==> src/rtl/bist_pkg.sv <==
// bist_pkg: shared state encoding, default constants and Galois step for the BIST engine
package bist_pkg;
    typedef enum logic [1:0] {IDLE = 2'd0, RUN = 2'd1, COMPARE = 2'd2, DONE = 2'd3} state_t;
    localparam logic [7:0] DEF_POLY_TAPS = 8'hB8;
    localparam logic [7:0] DEF_LFSR_SEED = 8'h01;
    // Operands are zero-extended to 64 bits so one function serves any WIDTH up to 64
    function automatic logic [63:0] galois_step(input logic [63:0] v, input logic [63:0] taps);
        return (v >> 1) ^ (v[0] ? taps : 64'd0);
    endfunction
endpackage

==> src/rtl/lfsr_misr.sv <==
// lfsr_misr: Galois shift register, used as pattern LFSR (din=0) or as response MISR
module lfsr_misr
    import bist_pkg::*;
#(
    parameter int               WIDTH     = 8,
    parameter logic [WIDTH-1:0] POLY_TAPS = WIDTH'(DEF_POLY_TAPS),
    parameter logic [WIDTH-1:0] SEED      = '0
) (
    input  logic             clk,
    input  logic             rst,
    input  logic             en,
    input  logic             load,
    input  logic [WIDTH-1:0] din,
    output logic [WIDTH-1:0] q
);
    always_ff @(posedge clk) begin
        if (rst || load) q <= SEED;
        else if (en) q <= WIDTH'(galois_step(64'(q), 64'(POLY_TAPS))) ^ din;
    end
endmodule

==> src/rtl/bist_engine.sv <==
// bist_engine: LFSR pattern generator + MISR compactor answering the controller's BIST handshake
// Optional macro BIST_FAULT_INJECT_EN adds fault_inject, flipping cut_resp[0] into the MISR during RUN.
module bist_engine
    import bist_pkg::*;
#(
    parameter int               WIDTH        = 8,
    parameter int               NUM_PATTERNS = 16,
    parameter logic [WIDTH-1:0] LFSR_SEED    = WIDTH'(DEF_LFSR_SEED),
    parameter logic [WIDTH-1:0] POLY_TAPS    = WIDTH'(DEF_POLY_TAPS),
    parameter logic [WIDTH-1:0] GOLDEN_SIG   = '0
) (
    input  logic             clk,
    input  logic             rst,
    input  logic             start_bist,
    output logic             bist_active,
    output logic             bist_pass,
    output logic             bist_done,
    output logic [WIDTH-1:0] tpg_a,
    output logic [WIDTH-1:0] tpg_b,
    input  logic [WIDTH-1:0] cut_resp,
    output logic [WIDTH-1:0] signature
`ifdef BIST_FAULT_INJECT_EN
    ,
    input  logic             fault_inject
`endif
);
    localparam int CW = $clog2(NUM_PATTERNS + 1);
    state_t state, state_nxt;
    logic [CW-1:0] count;
    logic [WIDTH-1:0] misr_din;
    logic start_now, last, run;
    assign start_now = (state == IDLE || state == DONE) && start_bist;
    assign run       = state == RUN;
    assign last      = count == CW'(NUM_PATTERNS - 1);
`ifdef BIST_FAULT_INJECT_EN
    assign misr_din = cut_resp ^ WIDTH'(fault_inject);
`else
    assign misr_din = cut_resp;
`endif
    assign tpg_b = (tpg_a << (WIDTH / 2)) | (tpg_a >> (WIDTH - WIDTH / 2));
    lfsr_misr #(.WIDTH(WIDTH), .POLY_TAPS(POLY_TAPS), .SEED(LFSR_SEED)) u_lfsr (
        .clk(clk), .rst(rst), .en(run), .load(start_now), .din('0), .q(tpg_a)
    );
    lfsr_misr #(.WIDTH(WIDTH), .POLY_TAPS(POLY_TAPS), .SEED('0)) u_misr (
        .clk(clk), .rst(rst), .en(run), .load(start_now), .din(misr_din), .q(signature)
    );
    always_ff @(posedge clk) begin
        if (rst) begin
            state     <= IDLE;
            count     <= '0;
            bist_pass <= 1'b0;
        end else begin
            state     <= state_nxt;
            count     <= run ? count + 1'b1 : start_now ? '0 : count;
            bist_pass <= (state == COMPARE) ? (signature == GOLDEN_SIG) : start_now ? 1'b0 : bist_pass;
        end
    end
    always_comb begin
        state_nxt   = state;
        bist_active = state == RUN || state == COMPARE;
        bist_done   = state == DONE;
        if (start_now) state_nxt = RUN;
        else if (run && last) state_nxt = COMPARE;
        else if (state == COMPARE) state_nxt = DONE;
    end
    // A zero seed would lock the LFSR at zero forever
    assert property (@(posedge clk) LFSR_SEED != '0);
endmodule

==> config.mk <==
export PLATFORM = sky130hd
export DESIGN_NAME = bist_engine
export DESIGN_NICKNAME = d
export VERILOG_FILES = /design/src/rtl/bist_pkg.sv /design/src/rtl/lfsr_misr.sv /design/src/rtl/bist_engine.sv
export SDC_FILE = /design/constraint.sdc
export NUM_CORES = 1
export LEC_CHECK = 0
export BUFFER_PORTS_ARGS = -buffer_cell sky130_fd_sc_hd__buf_2
export CAP_MARGIN = 20
export CORE_UTILIZATION = 30
export DETAILED_ROUTE_END_ITERATION = 6
export GPL_TIMING_DRIVEN = 1
export MAX_ROUTING_LAYER = met4
export SETUP_SLACK_MARGIN = 0.2
export SYNTH_ARGS = -nofsm -noshare
export SYNTH_HDL_FRONTEND = slang
export SYNTH_HIERARCHICAL = 1
export SYNTH_SLANG_ARGS = --single-unit
==> constraint.sdc <==
create_clock -name clk -period 2.7 [get_ports clk]
set_input_delay 0.54 -clock clk [delete_from_list [all_inputs] [get_ports clk]]
set_output_delay 0.54 -clock clk [all_outputs]
set_load 0.005 [all_outputs]
# == After elaboration in Yosys (flattened, before gate mapping) ==
# Index checks and enable logic that the tools add are counted.
# word_totals
register_bits,24
input_bits,11
out_inout_bits,27
wordCells,36
# classes
n_addsub,1
eq_ne,4
muxes,9
bitwise_logic,4
reduce_logical,12
# op_table
operator,count
$mux W8,2
$xor A7 B8 Y8,2
$mux W5,2
$logic_not A8 Y1,1
$or A8 B4 Y8,1
$xor A8 B8 Y8,1
$reduce_bool A2 Y1,3
$add A5 B1 Y5 const B,1
$eq A5 B4 Y1 const B,1
$eq A2 B2 Y1 const B,2
$mux W2,2
$logic_or A1 B1 Y1,3
$mux W1,3
$reduce_bool A3 Y1,1
$eq A2 B1 Y1 const B,1
$logic_and A1 B1 Y1,2
$logic_not A2 Y1,1
$reduce_or A2 Y1,1

# == Depth between registers and ports, before layout ==
# Gate-level depths: netlist of run 1.
# logic_depth
ltp_word,5
ltp_mapped,7
ltp_nobuf,6

# == By module ==
# The synthesis of run 1 kept the hierarchy.
# by_module_without_submodules
mod,instances,cells_each,area_each_um2,seq_area_each_um2
bist_engine,1,58,493.0,160.2
lfsr_misr (u_lfsr),1,35,432.9,160.2
lfsr_misr (u_misr),1,36,400.4,160.2

# == Worst setup path before layout of run 1 ==
# Ideal clock, no wire load.
# synth_path
kind,reg2reg
startpoint,register state[0]
endpoint,register u_misr.q[1]
setup_time_ns,0.086
arrival_ns,1.487
slack_ns,1.127
path_stages_with_launch,8
n_path_buf,1
period_less_slack_ns,1.573
cell_sequence,dfxtp_1 > inv_1 > ha_1 > nand2_2 > inv_2 > or2_2 > buf_2 > a211oi_1
# synth_between
elab_chain_len,4
# synth_rtl
element,line,rtl
from (decl),bist_engine.sv:28,"state_t state, state_nxt;"
from (signal assigned),bist_engine.sv:53,state <= state_nxt;
$eq A2 B2 Y1 or $logic_not A2 Y1 (tied branches),bist_engine.sv:32,assign start_now = (state == IDLE || state == DONE) && start_bist;
$logic_or A1 B1 Y1 *,bist_engine.sv:32,
$logic_and A1 B1 Y1 *,bist_engine.sv:32,
named net start_now,bist_engine.sv:31,"logic start_now, last, run;"
$logic_or A1 B1 Y1 *,lfsr_misr.sv:17,if (rst || load) q <= SEED;
to (signal assigned),lfsr_misr.sv:18,"else if (en) q <= WIDTH'(galois_step(64'(q), 64'(POLY_TAPS))) ^ din;"
to (decl),lfsr_misr.sv:14,output logic [WIDTH-1:0] q
# The timed path passes the listed nets; every way through them passes the cells marked *.
# A chain may end at the register's enable or synchronous reset.

# == Final worst setup path of run 1 ==
# layout_path
startpoint,register state[0]
endpoint,output port bist_active
# layout_between
elab_chain_len,2
# layout_rtl
element,line,rtl
$eq A2 B1 Y1 or $eq A2 B2 Y1 (tied branches),bist_engine.sv:60,bist_active = state == RUN || state == COMPARE;
$logic_or A1 B1 Y1 *,bist_engine.sv:60,
to (decl),bist_engine.sv:15,"output logic bist_active,"
# Mark *: on every way between the ends. The rest lies on a longest branch, timed or not.

==> results of run 1 <==
-- cells in the final DEF, fill, tap and decap left out, types with 2 or more instances in the layout --
cell       netlist  final
nand2b_1         3      3
inv_1            4      4
xnor2_1         10     10
nand2_1          3      3
clkbuf_8         0      3
a211oi_1         6      6
mux2i_1          7      7
nand3_1          2      2
or3_1            2      2
xor3_1           6      6
a21oi_1          7      7
nor2_2           2      2
a311oi_1         2      2
a2111oi_2        3      3
ha_1             5      5
nor2_1          13     13
conb_1           1      8
buf_2            2     37
nand3b_1         2      2
dfxtp_1         24     24
nor4_1           2      2
nor3_1           3      3
-- final timing paths --
path / start / end / slack, ps / cells past startpoint
worst min-delay path: bist_pass / bist_pass / 490 / 2
worst max register to register: state[0] / u_misr/q[7] / 1030 / 6
worst min register to register: bist_pass / bist_pass / 490 / 2
worst max-delay path: state[0] / bist_active / 980 / 4
-- power breakdown --
| group | switching, µW | internal, µW | total (µW) |
|---|---|---|---|
| clock network | 105 | 99.6 | 204 |
| registers | 22.2 | 372 | 394 |
| logic | 71.3 | 82.9 | 154 |
-- cell families (layout without fill, tap and decap cells) --
kind of cell | after synthesis | in the layout | share of synthesized area
adders and majority gates | 5 | 5 | 0.0472
DFF | 24 | 24 | 0.362
and+or+nand+nor | 35 | 35 | 0.132
muxes | 7 | 7 | 0.0528
xor gates and xnor gates | 16 | 16 | 0.174
buffers and inverters | 20 | 46 | 0.104
AOI/OAI and AO/OA | 21 | 21 | 0.125
other | 1 | 8 | 0.00283
-- registers in the layout (all words and copies together), names as in the netlist --
name	cells
u_misr/q	8
count	5
u_lfsr/q	8
bist_pass	1
state	2
-- through the flow --
step                hold WS (ps)  std cells
global route                 517        212
floorplan                    443        136
detailed placement           474        209
CTS                          486        212
finish                       487        212
global placement             470        209
-- cell usage after synthesis (3+ instances only) --
cell type and instances:
a2111oi_2 3, nand2b_1 3, nor3_1 3, buf_6 4
buf_4 8, xor3_1 6, ha_1 5, nor2_1 13
dfxtp_1 24, a211oi_1 6, nand2_1 3, xnor2_1 10
mux2i_1 7, inv_1 4, a21oi_1 7
-- critical path, delay by kind of cell (launching register included) --
family	cells	cell delay, ps
adder cells (fa/ha/maj)	1	330
buffers and inverters	3	230
flip-flops	1	370
-- final cells by class --
class                      instances  share of cell area
tap                               50              0.0409
inverter                           5              0.0123
multi-input combinational         92               0.480
clock buffer                       3              0.0270
timing repair buffer              38               0.126
sequential                        24               0.314
-- per-layer routing --
layer	vias to the layer above	part of all wire
met1	447	0.47
li1	499	-
met4	0	0.0090
met3	2	0.058
met2	34	0.47
met5	-	0
==> impl_metrics.env, run 1 <==
export IMPL_endpoint_kind="primary output"
export IMPL_synthArstFlopShare=0
export IMPL_yosys_warnings=6
export IMPL_core_area_mm2=0.00412
export IMPL_cp_max_fo=4
export IMPL_outcome="finished, final reports clean"
export IMPL_cts_root_buf="clkbuf_8"
export IMPL_tritoncts="built"
export IMPL_grt_max_degree=39
export IMPL_diodes=0
export IMPL_gr_usage_met2=0.180
export IMPL_cpPeakStageDelay_ps=370
export IMPL_htreeDepth=1
export IMPL_cap_violations=0
export IMPL_p_per_area_mw_per_mm2=492
export IMPL_p_leak_uw=0.000693
export IMPL_die_width_um=68.5
export IMPL_synth_edf_count=0
export IMPL_setup_ws_ps=979
export IMPL_ctsResizeCount=0
export IMPL_ir_worst_vdd_mv=0.151
export IMPL_grt_use_met3=0.0197
export IMPL_track_usage=0.114
export IMPL_final_seq_area_um2=480
export IMPL_rows=23
export IMPL_n_fill_cell=419
export IMPL_grt_pass1_vias=849
export IMPL_gr_total_overflow=0
export IMPL_routed_wl_um=2340
export IMPL_cp_required_ps=2160
export IMPL_netlist_area_mm2=0.00133
export IMPL_avgSynthCellArea_um2=10.3
export IMPL_min_period_over_period=0.638
export IMPL_detail_route_vias_per_cell=4.63
export IMPL_rsz0062_at_grt="false"
export IMPL_crit_top_cell="inv_1"
export IMPL_drcViolationCount=0
export IMPL_nets=180
export IMPL_postCtsSetupBuffers=0
export IMPL_ys_ff_latch=24
export IMPL_period_minus_slack_ps=1720
export IMPL_worstSetupPathType="register to primary output"
export IMPL_placed_area_mm2=0.00149
export IMPL_area_growth_pct=15.4
export IMPL_fmax_ghz=0.581
export IMPL_met1_usage=0.139
export IMPL_numCtsBuffers=3
export IMPL_synth_top_cells_by_area="dfxtp_1, xor3_1, xnor2_1"
export IMPL_synth_cell_types=31
export IMPL_postRouteAntennaNets=0
export IMPL_vias=982
export IMPL_finalSetupViolations=0
export IMPL_total_power_uw=752
export IMPL_fin_setup_tns_ps=0
export IMPL_critPathLaunchType="register"
export IMPL_clk_latency_ps=260
export IMPL_arrival_ps=1180
export IMPL_drive_gt1_frac=0.302
export IMPL_fin_area_mm2=0.00153
export IMPL_grt_pass1_wl_um=3770
export IMPL_holdBufCountCts=0
export IMPL_synthCells=129
export IMPL_hpwl_um=1680
export IMPL_clock_skew_ps=3.71
export IMPL_multi_input_area_um2=734
export IMPL_post_route_util=0.372
export IMPL_slowest_stage="dfxtp_1"
export IMPL_cts_buffer_depth=2
export IMPL_ys_seq_area_frac=0.362
export IMPL_crit_chain="inv_1 -> ha_1 -> inv_1 -> buf_2"
export IMPL_start_util=0.322
export IMPL_hp_class="register to register"
export IMPL_preCtsSetupSlack_ps=1020
export IMPL_wl_per_cell_um=11.0
export IMPL_design_portCount=38
export IMPL_netlist_area_leader_share=0.362
export IMPL_gr_max_usage_layer="met2"
export IMPL_grt_antenna_before_repair=0
export IMPL_finalMaxSlewViolations=0
export IMPL_drt_iter0_drc=16
export IMPL_path_clk_slew_ps=80
export IMPL_finalHoldViolations=0
export IMPL_place_congestion=0.728
export IMPL_dieArea_mm2=0.00469
export IMPL_synth_top_area_cell="dfxtp_1"
export IMPL_port_buffers=37
export IMPL_die_y_um=68.5
export IMPL_first_pass_iters=4
export IMPL_synthFlopType="dfxtp_1"
export IMPL_cts_sinks=24
Note: power is estimated with default switching activity, not from simulation.
==> inputs of run 2 (changes only) <==
==> constraint.sdc (replaced) <==
create_clock -name clk -period 1.45 [get_ports clk]
set_input_delay 0.29 -clock clk [delete_from_list [all_inputs] [get_ports clk]]
set_output_delay 0.29 -clock clk [all_outputs]
set_load 0.005 [all_outputs]
==> impl_metrics.env, run 2 (same netlist as run 1, synthesis figures left out) <==
export IMPL_crit_chain="buf_6 -> ha_4 -> inv_2 -> buf_6"
export IMPL_fin_area_mm2=0.00190
export IMPL_fmax_ghz=0.705
export IMPL_instances_no_fill=230
export IMPL_p_leak_uw=0.000812
export IMPL_met1_usage=0.153
export IMPL_reg_top3="u_lfsr/q (8), u_misr/q (8), count (5)"
export IMPL_cap_violations=0
export IMPL_total_power_uw=1580
export IMPL_cp_max_fo=3
export IMPL_final_cell_mix="buf_2, dfxtp_1, buf_4, nor2_1, xnor2_1"
export IMPL_hpwl_um=1860
export IMPL_period_minus_slack_ps=1420
export IMPL_grt_max_degree=19
export IMPL_core_area_mm2=0.00412
export IMPL_htreeDepth=1
export IMPL_rsz0062_at_grt="true"
export IMPL_drt_iter0_drc=32
export IMPL_finalHoldViolations=0
export IMPL_place_congestion=0.692
export IMPL_slowest_stage="dfxtp_2"
export IMPL_worstRegToRegCells=6
export IMPL_final_common_cell="buf_2"
export IMPL_cpPeakStageDelay_ps=330
export IMPL_grt_antenna_before_repair=0
export IMPL_path_clk_slew_ps=80
export IMPL_die_width_um=68.5
export IMPL_crit_top_cell="buf_6"
export IMPL_preCtsSetupSlack_ps=28.1
export IMPL_dieArea_mm2=0.00469
export IMPL_rows=23
export IMPL_drcViolationCount=0
export IMPL_worstSetupPathType="register to primary output"
export IMPL_critPathLaunchType="register"
export IMPL_vias=1076
export IMPL_grt_pass1_vias=1032
export IMPL_hold_depth=3
export IMPL_placed_area_mm2=0.00158
export IMPL_endpoint_kind="primary output"
export IMPL_drive_gt1_frac=0.533
export IMPL_design_portCount=38
export IMPL_clock_skew_ps=3.22
export IMPL_rrSetupSlack_ps=70
export IMPL_gr_max_usage_layer="met2"
export IMPL_tritoncts="built"
export IMPL_port_buffers=37
export IMPL_p_per_area_mw_per_mm2=829
export IMPL_arrival_ps=1130
export IMPL_finalMaxSlewViolations=0
export IMPL_critPathLaunch="state[1]"
export IMPL_die_y_um=68.5
export IMPL_nets=198
export IMPL_ir_worst_vdd_mv=0.647
export IMPL_postRouteAntennaNets=0
export IMPL_wl_per_cell_um=12.9
export IMPL_slew_headroom=0.664
export IMPL_routed_wl_um=2970
export IMPL_gr_usage_met2=0.265
export IMPL_outcome="finished, final reports clean"
export IMPL_track_usage=0.142
export IMPL_r2r_start="state[1]"
export IMPL_start_util=0.322
export IMPL_finalSetupViolations=0
export IMPL_hold_end="u_misr/q[1]"
export IMPL_gr_total_overflow=0
export IMPL_hp_class="input port to register"
export IMPL_clk_latency_ps=260
export IMPL_setup_ws_ps=31.6
export IMPL_cp_required_ps=1160
export IMPL_hp_start="cut_resp[1]"
export IMPL_r2r_end="u_misr/q[0]"
export IMPL_cts_root_buf="clkbuf_8"
export IMPL_grt_use_met3=0.0395
export IMPL_diodes=0
export IMPL_first_pass_iters=4
export IMPL_dp_cells=212
export IMPL_cts_buffer_depth=2
export IMPL_min_period_over_period=0.978
export IMPL_numCtsBuffers=3
export IMPL_worst_slew_pin_slew_ps=504
export IMPL_cts_sinks=24
export IMPL_detail_route_vias_per_cell=4.68
export IMPL_grt_pass1_wl_um=4800
export IMPL_area_growth_pct=43.3
export IMPL_holdBufCountCts=0
[run 2: cell count changes in the layout (fill, tap and decap cells not counted), sizes merged]
cell	previous run	this run
buf	38	56
[run 2: how the worst max path moves through the flow]
stage                              to  slack (ps)  cells past startpoint
after global placement    u_misr/q[2]         100                      6
final                     bist_active          30                      4
after CTS                 bist_active          20                      4
after global routing      bist_active         -20                      4
after floorplan              count[4]         170                      5
after detailed placement  u_lfsr/q[2]          30                      3
[run 2: cell type report]
class                      instances  area, µm²
clock buffer                       3       41.3
fill                             385       2210
inverter                           5       26.3
multi-input combinational         92        915
sequential                        24        490
tap                               50       62.6
timing repair buffer              56        365
[run 2: where the power goes]
group	switching, µW	internal (µW)
logic	203	246
registers	42.2	693
clock network	205	186
[run 2: what timing repair did]
item / 4_1_cts / 5_1_grt
resized for setup: 20 / 16
pin swaps: 7 / 9
setup buffers: 13 / 2
setup endpoints to repair: 28 / 23
endpoints found under the hold margin: 0 / 0
[run 2: per-layer routing]
layer  vias to the layer above  share of wire
li1                        535              -
met1                       504           0.41
met2                        35           0.54
met3                         2          0.052
met4                         0         0.0027
met5                         -              0
[run 2: through the flow]
stage	hold slack (ps)	utilization	TNS [ps]
2_1_floorplan	359	-	0
3_3_place_gp	469	0.384	0
3_5_place_dp	482	0.384	0
4_1_cts	341	0.439	0
5_1_grt	346	0.462	-41.4
6_report	343	0.462	0
[run 2: worst max-delay path, delay by kind of cell (launching register included)]
| family | cells | cell delay (ps) |
|---|---|---|
| fa+ha+maj | 1 | 280 |
| buf+inv | 3 | 260 |
| flops | 1 | 330 |
==> inputs of run 3 (changes only) <==
==> constraint.sdc (replaced) <==
create_clock -name clk -period 1.34 [get_ports clk]
set_input_delay 0.268 -clock clk [delete_from_list [all_inputs] [get_ports clk]]
set_output_delay 0.268 -clock clk [all_outputs]
set_load 0.005 [all_outputs]
==> impl_metrics.env, run 3 (same netlist as run 1, synthesis figures left out) <==
export IMPL_outcome="complete, but fails checks"
export IMPL_violations="negative setup slack"
export IMPL_endpoint_kind="primary output"
export IMPL_hpwl_um=2020
export IMPL_dieArea_mm2=0.00469
export IMPL_p_per_area_mw_per_mm2=958
export IMPL_grt_max_degree=18
export IMPL_routed_wl_um=3410
export IMPL_reg_top3="u_lfsr/q (8), u_misr/q (8), count (5)"
export IMPL_gr_total_overflow=0
export IMPL_cpPeakStageDelay_ps=370
export IMPL_fin_area_mm2=0.00211
export IMPL_multi_input_area_um2=915
export IMPL_drive_gt1_frac=0.592
export IMPL_ir_worst_vdd_mv=0.624
export IMPL_port_buffers=37
export IMPL_diodes=0
export IMPL_track_usage=0.160
export IMPL_place_congestion=0.803
export IMPL_comb_power_share=0.285
export IMPL_min_period_over_period=1.08
export IMPL_finalHoldViolations=0
export IMPL_grt_pass1_vias=1130
export IMPL_period_minus_slack_ps=1450
export IMPL_numCtsBuffers=3
export IMPL_fin_setup_tns_ps=-1130
export IMPL_finalMaxSlewViolations=0
export IMPL_seqPwrFrac=0.392
export IMPL_arrival_ps=1180
export IMPL_grt_pass1_wl_um=5220
export IMPL_nets=218
export IMPL_finalSetupViolations=20
export IMPL_crit_top_cell="buf_6"
export IMPL_first_pass_iters=4
export IMPL_rrSetupSlack_ps=-100
export IMPL_path_clk_slew_ps=90
export IMPL_design_portCount=38
export IMPL_tritoncts="built"
export IMPL_htreeDepth=1
export IMPL_drt_iter0_drc=28
export IMPL_swShare=0.267
export IMPL_core_area_mm2=0.00412
export IMPL_final_cell_mix="buf_2, buf_4, dfxtp_1, nor2_1, buf_6"
export IMPL_rows=23
export IMPL_placed_area_mm2=0.00165
export IMPL_area_growth_pct=59.4
export IMPL_internal_power_uw=1490
export IMPL_slowest_stage="dfxtp_4"
export IMPL_worstSetupPathType="register to primary output"
export IMPL_cap_violations=0
export IMPL_p_switching_uw=540
export IMPL_rsz0062_at_grt="true"
export IMPL_wl_per_cell_um=13.6
export IMPL_cts_root_buf="clkbuf_8"
export IMPL_final_common_cell="buf_2"
export IMPL_clock_skew_ps=5.87
export IMPL_detail_route_vias_per_cell=4.54
export IMPL_n_fill_cell=376
export IMPL_setup_ws_ps=-110
export IMPL_clockPowerShare=0.323
export IMPL_preCtsSetupSlack_ps=-104
export IMPL_cp_max_fo=3
export IMPL_cp_required_ps=1070
export IMPL_final_seq_area_um2=499
export IMPL_p_leak_uw=0.000946
export IMPL_crit_chain="buf_6 -> inv_4 -> ha_4 -> inv_2 -> buf_6"
export IMPL_cts_sinks=24
export IMPL_start_util=0.322
export IMPL_clk_latency_ps=270
export IMPL_hp_class="input port to register"
export IMPL_die_y_um=68.5
export IMPL_die_width_um=68.5
export IMPL_cts_buffer_depth=2
export IMPL_drcViolationCount=0
export IMPL_grt_antenna_before_repair=0
export IMPL_fmax_ghz=0.690
export IMPL_postRouteAntennaNets=0
export IMPL_vias=1140
export IMPL_critPathLaunchType="register"
run 3: changes by cell type in the layout (fill, tap and decap cells not counted), sizes merged:
cell	before	now
buf	56	76
bufinv	0	1
run 3: what timing repair did:
| item | CTS | global route |
|---|---|---|
| setup buffers | 22 | 3 |
| gates cloned | 0 | 0 |
| hold buffers | 0 | 0 |
| endpoints found under the setup margin | 28 | 31 |
| pin swaps | 11 | 7 |
| gates resized for setup | 35 | 15 |
run 3: critical path, delay by kind of cell, from the launching register on:
| family | cells | cell delay, ps |
|---|---|---|
| DFF | 1 | 370 |
| buffers and inverters | 4 | 260 |
| adders and majority gates | 1 | 280 |
run 3: worst paths after layout:
path	from	end	cells after the start
worst min-delay path	cut_resp[0]	u_misr/q[0]	3
worst max register to register	state[0]	count[4]	6
worst max-delay path	state[0]	bist_active	5
worst min register to register	bist_pass	bist_pass	2
run 3: cell type report:
cell class                      instances  area share
Multi-Input combinational cell         92       0.433
Timing Repair Buffer                   76       0.254
Sequential cell                        24       0.236
Tap cell                               50      0.0296
Clock buffer                            3      0.0195
Clock inverter                          1      0.0142
Inverter                                5      0.0136
run 3: stage by stage:
step	hold slack [ps]	utilization	power [µW]	instances
4_1_cts	303	0.493	1990	248
3_5_place_dp	472	0.400	1200	222
5_1_grt	313	0.514	2120	251
2_1_floorplan	337	-	1090	136
3_3_place_gp	468	0.400	1190	222
6_report	299	0.514	2030	251
run 3: routing by layer:
metal,global-route usage,wire (µm),vias up
met3,0.0378,150,7
met5,-,0,-
met4,0.0599,44,0
met2,0.289,1800,34
li1,-,-,577
met1,0.167,1420,522
run 3: power groups by stage:
stage / registers [µW] / clock network (µW) / logic [µW]
after floorplan: 803 / 0 / 287
after global placement: 809 / 0 / 378
after detailed placement: 813 / 0 / 388
after CTS: 792 / 663 / 536
after global routing: 803 / 693 / 620
final: 794 / 654 / 578
